--- src/rtl/fifo_burst_read_requester_if.sv ---
// ---------------------------------------------------------------------------
// fifo_burst_read_requester_if
// Bundles the control, memory-request and FIFO-write signals of the burst
// read requester.
//   master : the requester (drives busy/done, memory request, FIFO write)
//   slave  : the environment (control inputs, memory data, FIFO almost_full)
// Signals:
//   start_i, abort_i, base_addr_i, len_i  burst control
//   busy_o, done_o                        burst status
//   mem_rd_en_o, mem_addr_o, mem_rdata_i  fixed-latency memory read port
//   fifo_almost_full_i, fifo_wren_o,
//   fifo_wdata_o                          downstream FIFO write port
// ---------------------------------------------------------------------------
interface fifo_burst_read_requester_if #(
    parameter int ADDR_WIDTH = 16,
    parameter int DATA_WIDTH = 32,
    parameter int LEN_WIDTH  = 16
);
    logic                  start_i;
    logic                  abort_i;
    logic [ADDR_WIDTH-1:0] base_addr_i;
    logic [LEN_WIDTH-1:0]  len_i;
    logic                  busy_o;
    logic                  done_o;
    logic                  mem_rd_en_o;
    logic [ADDR_WIDTH-1:0] mem_addr_o;
    logic [DATA_WIDTH-1:0] mem_rdata_i;
    logic                  fifo_almost_full_i;
    logic                  fifo_wren_o;
    logic [DATA_WIDTH-1:0] fifo_wdata_o;

    modport master (
        input  start_i, abort_i, base_addr_i, len_i, mem_rdata_i, fifo_almost_full_i,
        output busy_o, done_o, mem_rd_en_o, mem_addr_o, fifo_wren_o, fifo_wdata_o
    );

    modport slave (
        output start_i, abort_i, base_addr_i, len_i, mem_rdata_i, fifo_almost_full_i,
        input  busy_o, done_o, mem_rd_en_o, mem_addr_o, fifo_wren_o, fifo_wdata_o
    );
endinterface

--- src/rtl/fifo_burst_read_requester.sv ---
// ---------------------------------------------------------------------------
// fifo_burst_read_requester
// Issues LEN single-word reads to a fixed-latency memory starting at a base
// address and writes every returned word into a downstream FIFO in request
// order. New requests are throttled by the FIFO almost_full flag and by a
// credit counter of requests in flight, so the FIFO cannot overflow even if
// its consumer stalls indefinitely.
// Ports:
//   clk      clock
//   reset_n  asynchronous active-low reset
//   bus      fifo_burst_read_requester_if.master (control, status, memory
//            read port, FIFO write port)
// ---------------------------------------------------------------------------
module fifo_burst_read_requester #(
    parameter int ADDR_WIDTH      = 16,
    parameter int DATA_WIDTH      = 32,
    parameter int LEN_WIDTH       = 16,
    parameter int RD_LATENCY      = 2,
    parameter int MAX_OUTSTANDING = 2,
    parameter int OUTST_WIDTH     = 2
) (
    input  logic                           clk,
    input  logic                           reset_n,
    fifo_burst_read_requester_if.master    bus
);

    typedef enum logic [1:0] {
        ST_IDLE  = 2'd0,
        ST_RUN   = 2'd1,
        ST_DRAIN = 2'd2,
        ST_DONE  = 2'd3
    } state_t;

    localparam logic [OUTST_WIDTH-1:0] OUTST_ZERO_C = {OUTST_WIDTH{1'b0}};
    localparam logic [OUTST_WIDTH-1:0] OUTST_ONE_C  = OUTST_WIDTH'(1);
    localparam logic [OUTST_WIDTH-1:0] OUTST_MAX_C  = OUTST_WIDTH'(MAX_OUTSTANDING);
    localparam logic [LEN_WIDTH-1:0]   LEN_ZERO_C   = {LEN_WIDTH{1'b0}};
    localparam logic [LEN_WIDTH-1:0]   LEN_ONE_C    = LEN_WIDTH'(1);
    localparam logic [ADDR_WIDTH-1:0]  ADDR_ZERO_C  = {ADDR_WIDTH{1'b0}};
    localparam logic [ADDR_WIDTH-1:0]  ADDR_ONE_C   = ADDR_WIDTH'(1);
    localparam logic [DATA_WIDTH-1:0]  DATA_ZERO_C  = {DATA_WIDTH{1'b0}};
    localparam logic [RD_LATENCY-1:0]  LAT_ZERO_C   = {RD_LATENCY{1'b0}};

    state_t                 state_r;
    logic [ADDR_WIDTH-1:0]  addr_r;
    logic [LEN_WIDTH-1:0]   remaining_r;
    logic [OUTST_WIDTH-1:0] outstanding_r;
    logic [RD_LATENCY-1:0]  lat_sr_r;

    logic                   issue_s;
    logic                   drain_empty_s;
    logic [OUTST_WIDTH-1:0] outstanding_next_s;
    logic [RD_LATENCY-1:0]  lat_next_s;
    logic [DATA_WIDTH-1:0]  rdata_s;

    assign rdata_s = bus.mem_rdata_i;

    // Request issue decision: abort wins over issue in the same cycle.
    always_comb begin
        issue_s = 1'b0;
        if ((state_r == ST_RUN) && !bus.abort_i && (remaining_r != LEN_ZERO_C) &&
            !bus.fifo_almost_full_i && (outstanding_r < OUTST_MAX_C)) begin
            issue_s = 1'b1;
        end else begin
            issue_s = 1'b0;
        end
    end

    // Credit counter next value: +1 per issue, -1 per FIFO write, hold when both.
    always_comb begin
        outstanding_next_s = outstanding_r;
        case ({issue_s, bus.fifo_wren_o})
            2'b10: outstanding_next_s = outstanding_r + OUTST_ONE_C;
            2'b01: begin
                if (outstanding_r != OUTST_ZERO_C) begin
                    outstanding_next_s = outstanding_r - OUTST_ONE_C;
                end else begin
                    outstanding_next_s = outstanding_r;
                end
            end
            default: outstanding_next_s = outstanding_r;
        endcase
    end

    // Latency tracker: fed by the registered request strobe so its tail lines
    // up with the cycle in which mem_rdata_i carries that request's data.
    always_comb begin
        lat_next_s    = LAT_ZERO_C;
        lat_next_s[0] = bus.mem_rd_en_o;
        for (int i = 1; i < RD_LATENCY; i++) begin
            lat_next_s[i] = lat_sr_r[i-1];
        end
    end

    // Drain completes once every request has been written to the FIFO.
    always_comb begin
        drain_empty_s = 1'b0;
        if ((outstanding_r == OUTST_ZERO_C) && (lat_sr_r == LAT_ZERO_C)) begin
            drain_empty_s = 1'b1;
        end else begin
            drain_empty_s = 1'b0;
        end
    end

    // Burst FSM with registered request, FIFO-write and status outputs.
    always_ff @(posedge clk or negedge reset_n) begin
        if (!reset_n) begin
            state_r          <= ST_IDLE;
            addr_r           <= ADDR_ZERO_C;
            remaining_r      <= LEN_ZERO_C;
            outstanding_r    <= OUTST_ZERO_C;
            lat_sr_r         <= LAT_ZERO_C;
            bus.busy_o       <= 1'b0;
            bus.done_o       <= 1'b0;
            bus.mem_rd_en_o  <= 1'b0;
            bus.mem_addr_o   <= ADDR_ZERO_C;
            bus.fifo_wren_o  <= 1'b0;
            bus.fifo_wdata_o <= DATA_ZERO_C;
        end else begin
            bus.mem_rd_en_o <= issue_s;
            if (issue_s) begin
                bus.mem_addr_o <= addr_r;
            end
            lat_sr_r        <= lat_next_s;
            bus.fifo_wren_o <= lat_sr_r[RD_LATENCY-1];
            if (lat_sr_r[RD_LATENCY-1]) begin
                bus.fifo_wdata_o <= rdata_s;
            end
            outstanding_r <= outstanding_next_s;
            bus.done_o    <= 1'b0;

            case (state_r)
                ST_IDLE: begin
                    if (bus.start_i) begin
                        addr_r      <= bus.base_addr_i;
                        remaining_r <= bus.len_i;
                        bus.busy_o  <= 1'b1;
                        if (bus.len_i == LEN_ZERO_C) begin
                            state_r <= ST_DONE;
                        end else begin
                            state_r <= ST_RUN;
                        end
                    end else begin
                        bus.busy_o <= 1'b0;
                    end
                end
                ST_RUN: begin
                    bus.busy_o <= 1'b1;
                    if (bus.abort_i) begin
                        state_r <= ST_DRAIN;
                    end else if (issue_s) begin
                        addr_r      <= addr_r + ADDR_ONE_C;
                        remaining_r <= remaining_r - LEN_ONE_C;
                        if (remaining_r == LEN_ONE_C) begin
                            state_r <= ST_DRAIN;
                        end else begin
                            state_r <= ST_RUN;
                        end
                    end else begin
                        state_r <= ST_RUN;
                    end
                end
                ST_DRAIN: begin
                    bus.busy_o <= 1'b1;
                    if (drain_empty_s) begin
                        state_r <= ST_DONE;
                    end else begin
                        state_r <= ST_DRAIN;
                    end
                end
                ST_DONE: begin
                    bus.done_o <= 1'b1;
                    bus.busy_o <= 1'b0;
                    state_r    <= ST_IDLE;
                end
                default: begin
                    bus.busy_o <= 1'b0;
                    state_r    <= ST_IDLE;
                end
            endcase
        end
    end

endmodule

--- src/flat_wrapper.sv ---
// flat-port wrapper written by rule: the top's interface ports become plain ports
module fifo_burst_read_requester_flat 
#(
    parameter int ADDR_WIDTH      = 16,
    parameter int DATA_WIDTH      = 32,
    parameter int LEN_WIDTH       = 16,
    parameter int RD_LATENCY      = 2,
    parameter int MAX_OUTSTANDING = 2,
    parameter int OUTST_WIDTH     = 2
)
  (clk, reset_n, bus_start_i, bus_abort_i, bus_base_addr_i, bus_len_i, bus_mem_rdata_i, bus_fifo_almost_full_i, bus_busy_o, bus_done_o, bus_mem_rd_en_o, bus_mem_addr_o, bus_fifo_wren_o, bus_fifo_wdata_o);
  fifo_burst_read_requester_if #(.ADDR_WIDTH(ADDR_WIDTH), .DATA_WIDTH(DATA_WIDTH), .LEN_WIDTH(LEN_WIDTH)) bus_i ();
  input  logic clk;
  input  logic reset_n;
  input wire logic [$bits(bus_i.start_i)-1:0] bus_start_i;
  input wire logic [$bits(bus_i.abort_i)-1:0] bus_abort_i;
  input wire logic [$bits(bus_i.base_addr_i)-1:0] bus_base_addr_i;
  input wire logic [$bits(bus_i.len_i)-1:0] bus_len_i;
  input wire logic [$bits(bus_i.mem_rdata_i)-1:0] bus_mem_rdata_i;
  input wire logic [$bits(bus_i.fifo_almost_full_i)-1:0] bus_fifo_almost_full_i;
  output wire logic [$bits(bus_i.busy_o)-1:0] bus_busy_o;
  output wire logic [$bits(bus_i.done_o)-1:0] bus_done_o;
  output wire logic [$bits(bus_i.mem_rd_en_o)-1:0] bus_mem_rd_en_o;
  output wire logic [$bits(bus_i.mem_addr_o)-1:0] bus_mem_addr_o;
  output wire logic [$bits(bus_i.fifo_wren_o)-1:0] bus_fifo_wren_o;
  output wire logic [$bits(bus_i.fifo_wdata_o)-1:0] bus_fifo_wdata_o;
  assign bus_i.start_i = bus_start_i;
  assign bus_i.abort_i = bus_abort_i;
  assign bus_i.base_addr_i = bus_base_addr_i;
  assign bus_i.len_i = bus_len_i;
  assign bus_i.mem_rdata_i = bus_mem_rdata_i;
  assign bus_i.fifo_almost_full_i = bus_fifo_almost_full_i;
  assign bus_busy_o = bus_i.busy_o;
  assign bus_done_o = bus_i.done_o;
  assign bus_mem_rd_en_o = bus_i.mem_rd_en_o;
  assign bus_mem_addr_o = bus_i.mem_addr_o;
  assign bus_fifo_wren_o = bus_i.fifo_wren_o;
  assign bus_fifo_wdata_o = bus_i.fifo_wdata_o;
  fifo_burst_read_requester #(.ADDR_WIDTH(ADDR_WIDTH), .DATA_WIDTH(DATA_WIDTH), .LEN_WIDTH(LEN_WIDTH), .RD_LATENCY(RD_LATENCY), .MAX_OUTSTANDING(MAX_OUTSTANDING), .OUTST_WIDTH(OUTST_WIDTH)) u_core (.clk(clk), .reset_n(reset_n), .bus(bus_i));
endmodule
--- config.mk ---
export PLATFORM = sky130hd
export DESIGN_NAME = fifo_burst_read_requester_flat
export DESIGN_NICKNAME = d
export VERILOG_FILES = /design/src/rtl/fifo_burst_read_requester_if.sv /design/src/rtl/fifo_burst_read_requester.sv /design/src/flat_wrapper.sv
export SDC_FILE = /design/constraint.sdc
export NUM_CORES = 1
export LEC_CHECK = 0
export CAP_MARGIN = 15
export CORE_MARGIN = 8
export CORE_UTILIZATION = 48
export DETAILED_ROUTE_END_ITERATION = 6
export MAX_ROUTING_LAYER = met4
export PLACE_DENSITY = 0.8
export SYNTH_ARGS = -nofsm -noshare
export SYNTH_HDL_FRONTEND = slang
export SYNTH_SLANG_ARGS = --single-unit
--- constraint.sdc ---
create_clock -name clk -period 3.05 [get_ports clk]
set_input_delay 0.915 -clock clk [delete_from_list [all_inputs] [get_ports clk]]
set_output_delay 0.915 -clock clk [all_outputs]
set_load 0.005 [all_outputs]
==> flow_metrics.env, run 1 <==
export IMPL_syn_area_per_cell_um2=10.8
export IMPL_grt_pass1_vias=3804
export IMPL_fin_skew_ns=0.0141
export IMPL_finalHoldViolCount=0
export IMPL_htreeDepth=3
export IMPL_postLayoutCoreUtil_pct=65.9
export IMPL_end_kind="flip-flop"
export IMPL_viasPerCell=5.86
export IMPL_worstMarginPinSlew_ns=0.766
export IMPL_synth_seq_area_share_pct=51.2
export IMPL_min_period_ns=2.73
export IMPL_antenna_found_initial=0
export IMPL_fmax_mhz=367
export IMPL_worst_ep_required_time_ns=3.31
export IMPL_rsz0062_at_grt="no"
export IMPL_final_cell_mix="clkdlybuf4s50_1, dfrtp_1, mux2_2"
export IMPL_drv_slew=0
export IMPL_switching_power_w=0.00175
export IMPL_wl_per_cell_um=18.2
export IMPL_overflow=0
export IMPL_dp_hpwl_um=8550
export IMPL_combPwrFrac_pct=39.8
export IMPL_gp_congestion=0.886
export IMPL_syn_nets=483
export IMPL_core_mm2=0.00906
export IMPL_syn_inst=406
export IMPL_portBuffers=120
export IMPL_clock_sinks=90
export IMPL_ys_warnings_count=0
export IMPL_rows=35
export IMPL_tns_ns=0
export IMPL_ir_worst_vdd_v=0.000402
export IMPL_cts_tree="done"
export IMPL_cp_max_fo=19
export IMPL_critical_path_arrival_ns=2.98
export IMPL_cts_setup_buffers=0
export IMPL_grt_max_degree=51
export IMPL_area_growth_pct=35.7
export IMPL_drtAntennaViolNets=0
export IMPL_nFillCells=683
export IMPL_drt_total_wl_um=11600
export IMPL_diodes=0
export IMPL_drt_iter0_drc=215
export IMPL_clk_latency_ns=0.37
export IMPL_status="finished clean"
export IMPL_drc=0
export IMPL_start_kind="flip-flop"
export IMPL_synth_edf_count=0
export IMPL_hp_class="flip-flop to flip-flop"
export IMPL_setup_viol=0
export IMPL_internal_power_w=0.00273
export IMPL_leakagePower_nw=2.53
export IMPL_final_period_utilization_pct=89.4
export IMPL_vias=3739
export IMPL_initial_utilization_pct=48.5
export IMPL_grtUsageTotal_pct=19.6
export IMPL_clockBufferDepth=2
export IMPL_pin_count=121
export IMPL_p_clk_share_pct=19.8
export IMPL_critical_path_class="flip-flop to flip-flop"
export IMPL_syn_cell_area_mm2=0.00440
export IMPL_grt_pass1_wl_um=19400
export IMPL_post_cts_resized=0
export IMPL_dr_pass1_iters=4
export IMPL_async_reset_ff_share_pct=100
export IMPL_cts_made_buffers=9
export IMPL_multiInputGateArea_mm2=0.00203
export IMPL_powerDensity_mw_per_mm2=751
export IMPL_cts_hold_buffers=0
export IMPL_final_common_cell="clkdlybuf4s50_1"
export IMPL_die_x_um=112
export IMPL_drive_gt1_share_pct=15.6
export IMPL_switching_share_pct=39.0
export IMPL_chipHeight_um=112
export IMPL_ys_ff_latch=90
export IMPL_yosysUniqueCellTypes=54
export IMPL_path_clk_slew_ns=0.10
export IMPL_nets=599
export IMPL_maxCapViolCount=0
export IMPL_ys_flop_type="dfrtp_1"
export IMPL_cts_root_buffer="clkbuf_8"
export IMPL_reg2reg_slack_ns=0.32
export IMPL_seqPwrFrac_pct=40.4
export IMPL_maxSlewHeadroom_pct=49.0
export IMPL_regArea_mm2=0.00225
export IMPL_die_area_mm2=0.0125
area by class of cell:
cell class                      count  area share [%]
Sequential cell                    90            37.7
Multi-Input combinational cell    283            33.9
Timing Repair Buffer              131            21.9
Tap cell                          111            2.33
Clock buffer                       10            2.31
Clock inverter                      6            1.38
Inverter                            7           0.440
kinds of logic (layout without fill, tap and decap cells):
| group | Yosys count | after routing | synth area share [%] |
|---|---|---|---|
| flip-flops | 90 | 90 | 51.2 |
| XOR/XNOR | 1 | 1 | 0.199 |
| adder cells (fa/ha/maj) | 8 | 8 | 2.27 |
| AND/OR/NAND/NOR | 118 | 118 | 14.4 |
| AO/OA/AOI/OAI | 102 | 102 | 15.0 |
| buffers and inverters | 33 | 154 | 3.18 |
| multiplexers | 54 | 54 | 13.7 |
registers in the layout (all words and copies together), names as in the netlist:
| signal | flops |
|---|---|
| u_core.addr_r | 16 |
| u_core.bus.busy_o | 1 |
| u_core.bus.done_o | 1 |
| u_core.bus.fifo_wdata_o | 32 |
| u_core.bus.fifo_wren_o | 1 |
| u_core.bus.mem_addr_o | 16 |
| u_core.bus.mem_rd_en_o | 1 |
| u_core.lat_sr_r | 2 |
| u_core.outstanding_r | 2 |
| u_core.remaining_r | 16 |
| u_core.state_r | 2 |
final timing paths:
kind                                       startpoint                         end  depth (start not counted)
worst max-delay path            u_core.remaining_r[4]       u_core.remaining_r[8]                          5
worst min-delay path               u_core.lat_sr_r[0]          u_core.lat_sr_r[1]                          0
worst max register to register  u_core.remaining_r[4]       u_core.remaining_r[8]                          5
worst min register to register     u_core.lat_sr_r[0]          u_core.lat_sr_r[1]                          0
max in group asynchronous                     reset_n     u_core.outstanding_r[0]                          2
min in group asynchronous                     reset_n  u_core.bus.fifo_wdata_o[7]                          1
through the flow:
step           setup WS (ns)  cell area [µm²]  std cells  hold WS, ns  power, W
2_1_floorplan          0.427             4400        406        0.352   0.00296
3_3_place_gp           0.228             5750        622        0.362   0.00352
3_5_place_dp           0.177             5750        622        0.371   0.00360
4_1_cts                0.336             5970        638        0.395   0.00449
5_1_grt                0.181             5970        638        0.411   0.00480
6_report               0.325             5970        638        0.390   0.00448
critical path: stages (launching register included):
cell     delay, ns
dfrtp_1       0.45
or4_1         0.61
or4_4         0.57
o31ai_4       0.69
a21oi_1       0.10
o22a_1        0.20
cells in the mapped netlist (2+ instances only):
| cell type | count | share of area, % |
|---|---|---|
| dfrtp_1 | 90 | 51 |
| mux2_2 | 49 | 13 |
| o21ai_0 | 28 | 3.2 |
| a21oi_1 | 26 | 3.0 |
| nor2_1 | 25 | 2.1 |
| nand2_1 | 20 | 1.7 |
| clkbuf_1 | 19 | 1.6 |
| nor3_1 | 13 | 1.5 |
| and3_1 | 12 | 1.7 |
| nor4_1 | 9 | 1.3 |
| ha_1 | 8 | 2.3 |
| nand3_1 | 8 | 0.91 |
| and4_1 | 7 | 1.4 |
| inv_1 | 7 | 0.60 |
| o22ai_1 | 7 | 1.0 |
| a311oi_1 | 6 | 1.2 |
| nand2b_1 | 6 | 0.85 |
| mux2i_1 | 5 | 1.1 |
| a31oi_1 | 4 | 0.57 |
| buf_2 | 4 | 0.45 |
| and2_1 | 3 | 0.43 |
| nand4_1 | 3 | 0.43 |
| o211ai_1 | 3 | 0.51 |
| o21a_1 | 3 | 0.51 |
| o2bb2ai_1 | 3 | 0.60 |
| o32ai_1 | 3 | 0.60 |
| or3_1 | 3 | 0.43 |
| or4_1 | 3 | 0.51 |
| a211oi_1 | 2 | 0.34 |
| nor4b_1 | 2 | 0.40 |
| o21bai_1 | 2 | 0.34 |
power by group through the flow:
stage | combinational (W) | sequential (W) | clock [W]
2_1_floorplan | 0.00123 | 0.00173 | 0
3_3_place_gp | 0.00171 | 0.00181 | 0
3_5_place_dp | 0.00177 | 0.00182 | 0
4_1_cts | 0.00178 | 0.00181 | 0.000902
5_1_grt | 0.00198 | 0.00186 | 0.000950
6_report | 0.00178 | 0.00181 | 0.000885
layer usage:
layer  track usage (%)  up-vias  wire length (µm)
li1                  -     1752                 -
met1              23.8     1813              4890
met2              31.9      154              5800
met3              3.57       20               682
met4              7.38        0               249
met5                 -        -                 0
(Power assumes the default switching activity.)
==> run 2: changes to the inputs <==
--- a/config.mk
+++ b/config.mk
@@ -5,12 +5,15 @@
 export SDC_FILE = /design/constraint.sdc
 export NUM_CORES = 1
 export LEC_CHECK = 0
+export ABC_AREA = 1
 export CAP_MARGIN = 15
+export CELL_PAD_IN_SITES_DETAIL_PLACEMENT = 1
+export CELL_PAD_IN_SITES_GLOBAL_PLACEMENT = 2
 export CORE_MARGIN = 8
-export CORE_UTILIZATION = 48
+export CORE_UTILIZATION = 29
 export DETAILED_ROUTE_END_ITERATION = 6
 export MAX_ROUTING_LAYER = met4
-export PLACE_DENSITY = 0.8
+export PLACE_DENSITY_LB_ADDON = 0.1
 export SYNTH_ARGS = -nofsm -noshare
 export SYNTH_HDL_FRONTEND = slang
 export SYNTH_SLANG_ARGS = --single-unit
==> flow_metrics.env, run 2 <==
export IMPL_tns_ns=0
export IMPL_portBuffers=120
export IMPL_min_period_ns=2.34
export IMPL_post_cts_resized=0
export IMPL_cpMaxStageDelayCell="clkdlybuf4s50_1"
export IMPL_worstMarginPinSlew_ns=0.543
export IMPL_diodes=0
export IMPL_finalHoldViolCount=0
export IMPL_final_period_utilization_pct=76.7
export IMPL_setup_viol=0
export IMPL_cp_num_buf_inv=3
export IMPL_leakagePower_nw=2.96
export IMPL_status="finished clean"
export IMPL_synth_seq_area_share_pct=47.6
export IMPL_pin_count=121
export IMPL_path_cells="clkdlybuf4s50_1 -> nor3_4 -> nand3_4 -> o21ai_2 -> nand2_4 -> inv_4 -> buf_4 -> nand2_1 -> o21ai_2"
export IMPL_drv_slew=0
export IMPL_crit_path_max_incr_delay_ns=0.49
export IMPL_drt_total_wl_um=14500
export IMPL_drive_gt1_share_pct=17.1
export IMPL_ys_warnings_count=0
export IMPL_final_common_cell="nand2_1"
export IMPL_hp_class="flip-flop to flip-flop"
export IMPL_area_growth_pct=36.4
export IMPL_die_area_mm2=0.0206
export IMPL_synth_top_cell_by_area="dfrtp_1"
export IMPL_layoutNonFillerInstCount=877
export IMPL_end_kind="flip-flop"
export IMPL_grt_pass1_wl_um=23400
export IMPL_critical_path_arrival_ns=2.61
export IMPL_yosysUniqueCellTypes=33
export IMPL_viasPerCell=4.60
export IMPL_syn_nets=614
export IMPL_synth_area_leaders="dfrtp_1, nand2_1, mux2_2"
export IMPL_dp_hpwl_um=11000
export IMPL_grt_max_degree=38
export IMPL_ys_ff_latch=90
export IMPL_timing_final_ws_setup_ns=0.711
export IMPL_worst_ep_required_time_ns=3.32
export IMPL_htreeDepth=3
export IMPL_cts_hold_buffers=0
export IMPL_cts_tree="done"
export IMPL_grt_pass1_vias=4337
export IMPL_cts_setup_buffers=0
export IMPL_async_reset_ff_share_pct=100
export IMPL_crit_top_cell="o21ai_2"
export IMPL_synth_edf_count=0
export IMPL_drt_iter0_drc=254
export IMPL_nets=733
export IMPL_wl_per_cell_um=16.5
export IMPL_power_w=0.00473
export IMPL_maxCapViolCount=0
export IMPL_drc=0
export IMPL_powerDensity_mw_per_mm2=734
export IMPL_fmax_mhz=428
export IMPL_clk_latency_ns=0.35
export IMPL_maxSlewHeadroom_pct=63.5
export IMPL_dp_slack_ns=0.359
export IMPL_drtAntennaViolNets=0
export IMPL_initial_utilization_pct=29.8
export IMPL_clockBufferDepth=2
export IMPL_critical_path_class="input pin to flip-flop"
export IMPL_start_kind="input pin"
export IMPL_numPlacedInstances=861
export IMPL_ys_flop_type="dfrtp_1"
export IMPL_die_x_um=144
export IMPL_path_clk_slew_ns=0.07
export IMPL_rsz0062_at_grt="no"
export IMPL_dr_pass1_iters=4
export IMPL_cts_made_buffers=9
export IMPL_cts_root_buffer="clkbuf_16"
export IMPL_rows=46
export IMPL_cp_max_fo=22
export IMPL_syn_area_per_cell_um2=8.81
export IMPL_antenna_found_initial=0
export IMPL_postLayoutCoreUtil_pct=40.6
export IMPL_final_cell_mix="nand2_1, clkdlybuf4s50_1, dfrtp_1"
export IMPL_synth_cells_most_frequent="nand2_1, dfrtp_1, inv_1"
export IMPL_regMostFlops="u_core.bus.fifo_wdata_o"
export IMPL_synth_top_area_share_pct=47.6
export IMPL_yosysMostFrequentCell="nand2_1"
export IMPL_core_mm2=0.0159
export IMPL_clock_sinks=90
export IMPL_grtUsageTotal_pct=14.9
export IMPL_fin_skew_ns=0.00944
export IMPL_gp_congestion=0.789
export IMPL_ir_worst_vdd_v=0.000357
export IMPL_syn_inst=537
export IMPL_chipHeight_um=144
export IMPL_vias=4037
export IMPL_overflow=0
export IMPL_path_delay_family="buffers and inverters"
export IMPL_largest_reg_flops=32
export IMPL_syn_cell_area_mm2=0.00473
run 2: cell count changes in the layout (fill, tap and decap cells not counted), sizes merged, moves of 12 or more:
cell	previous run	this run
inv	10	49
nor2	25	46
o21ai	29	59
a21oi	26	4
nand2	20	165
mux2	49	32
nand3	8	26
and3	12	0
run 2: path summary, 6_finish.rpt:
| path | slack, ns | endpoint | depth (start not counted) | start |
|---|---|---|---|---|
| setup reg to reg | 1.00 | u_core.addr_r[14] | 10 | u_core.addr_r[0] |
| max in group asynchronous | 1.87 | u_core.remaining_r[4] | 2 | reset_n |
| hold reg to reg | 0.39 | u_core.lat_sr_r[0] | 0 | u_core.bus.mem_rd_en_o |
| min in group asynchronous | 0.52 | u_core.bus.fifo_wdata_o[18] | 1 | reset_n |
| setup / recovery | 0.71 | u_core.addr_r[5] | 9 | bus_abort_i |
| hold / removal | 0.39 | u_core.lat_sr_r[0] | 0 | u_core.bus.mem_rd_en_o |
run 2: routing by layer:
metal | vias to the layer above | share of wire [%] | track usage, %
met2 | 81 | 47 | 23.8
met1 | 1960 | 47 | 18.6
li1 | 1985 | - | -
met5 | - | 0 | -
met4 | 0 | 1.1 | 4.87
met3 | 11 | 4.7 | 3.12
run 2: cell type report:
class	instances	area [µm²]
fillers	1870	9440
inverters	47	179
flip-flops and latches	90	2250
repair buffers	129	1290
well taps	216	270
clock buffers	10	239
multi-input cells	379	2170
clock inverters	6	50.0
run 2: stage by stage:
step           cell area (µm²)  hold WS, ns
2_1_floorplan             4730        0.352
3_3_place_gp              6160        0.371
3_5_place_dp              6160        0.383
4_1_cts                   6450        0.399
5_1_grt                   6450        0.405
6_report                  6450        0.394
run 2: kinds of logic (layout without fill, tap and decap cells):
family,Yosys count,in the layout,share of synthesized area (%)
adder cells (fa/ha/maj),8,8,2.12
flip-flops,90,90,47.6
AND/OR/NAND/NOR,262,262,25.2
buffers and inverters,68,192,6.56
AO/OA/AOI/OAI,71,71,9.74
multiplexers,32,32,7.62
XOR/XNOR,6,6,1.11
run 2: worst register-to-register path: cells and delay by family, from the launching register on:
| family | cells | cell delay, ns |
|---|---|---|
| adder cells (fa/ha/maj) | 1 | 0.28 |
| AND/OR/NAND/NOR | 9 | 1.18 |
| flip-flops | 1 | 0.49 |
run 2: where the power goes:
| part | internal [W] | leakage, nW | switching, W |
|---|---|---|---|
| Combinational | 0.000692 | 1.62 | 0.00129 |
| Sequential | 0.00142 | 1.20 | 0.000239 |
| Clock | 0.000584 | 0.136 | 0.000506 |
| Total | 0.00270 | 2.96 | 0.00203 |
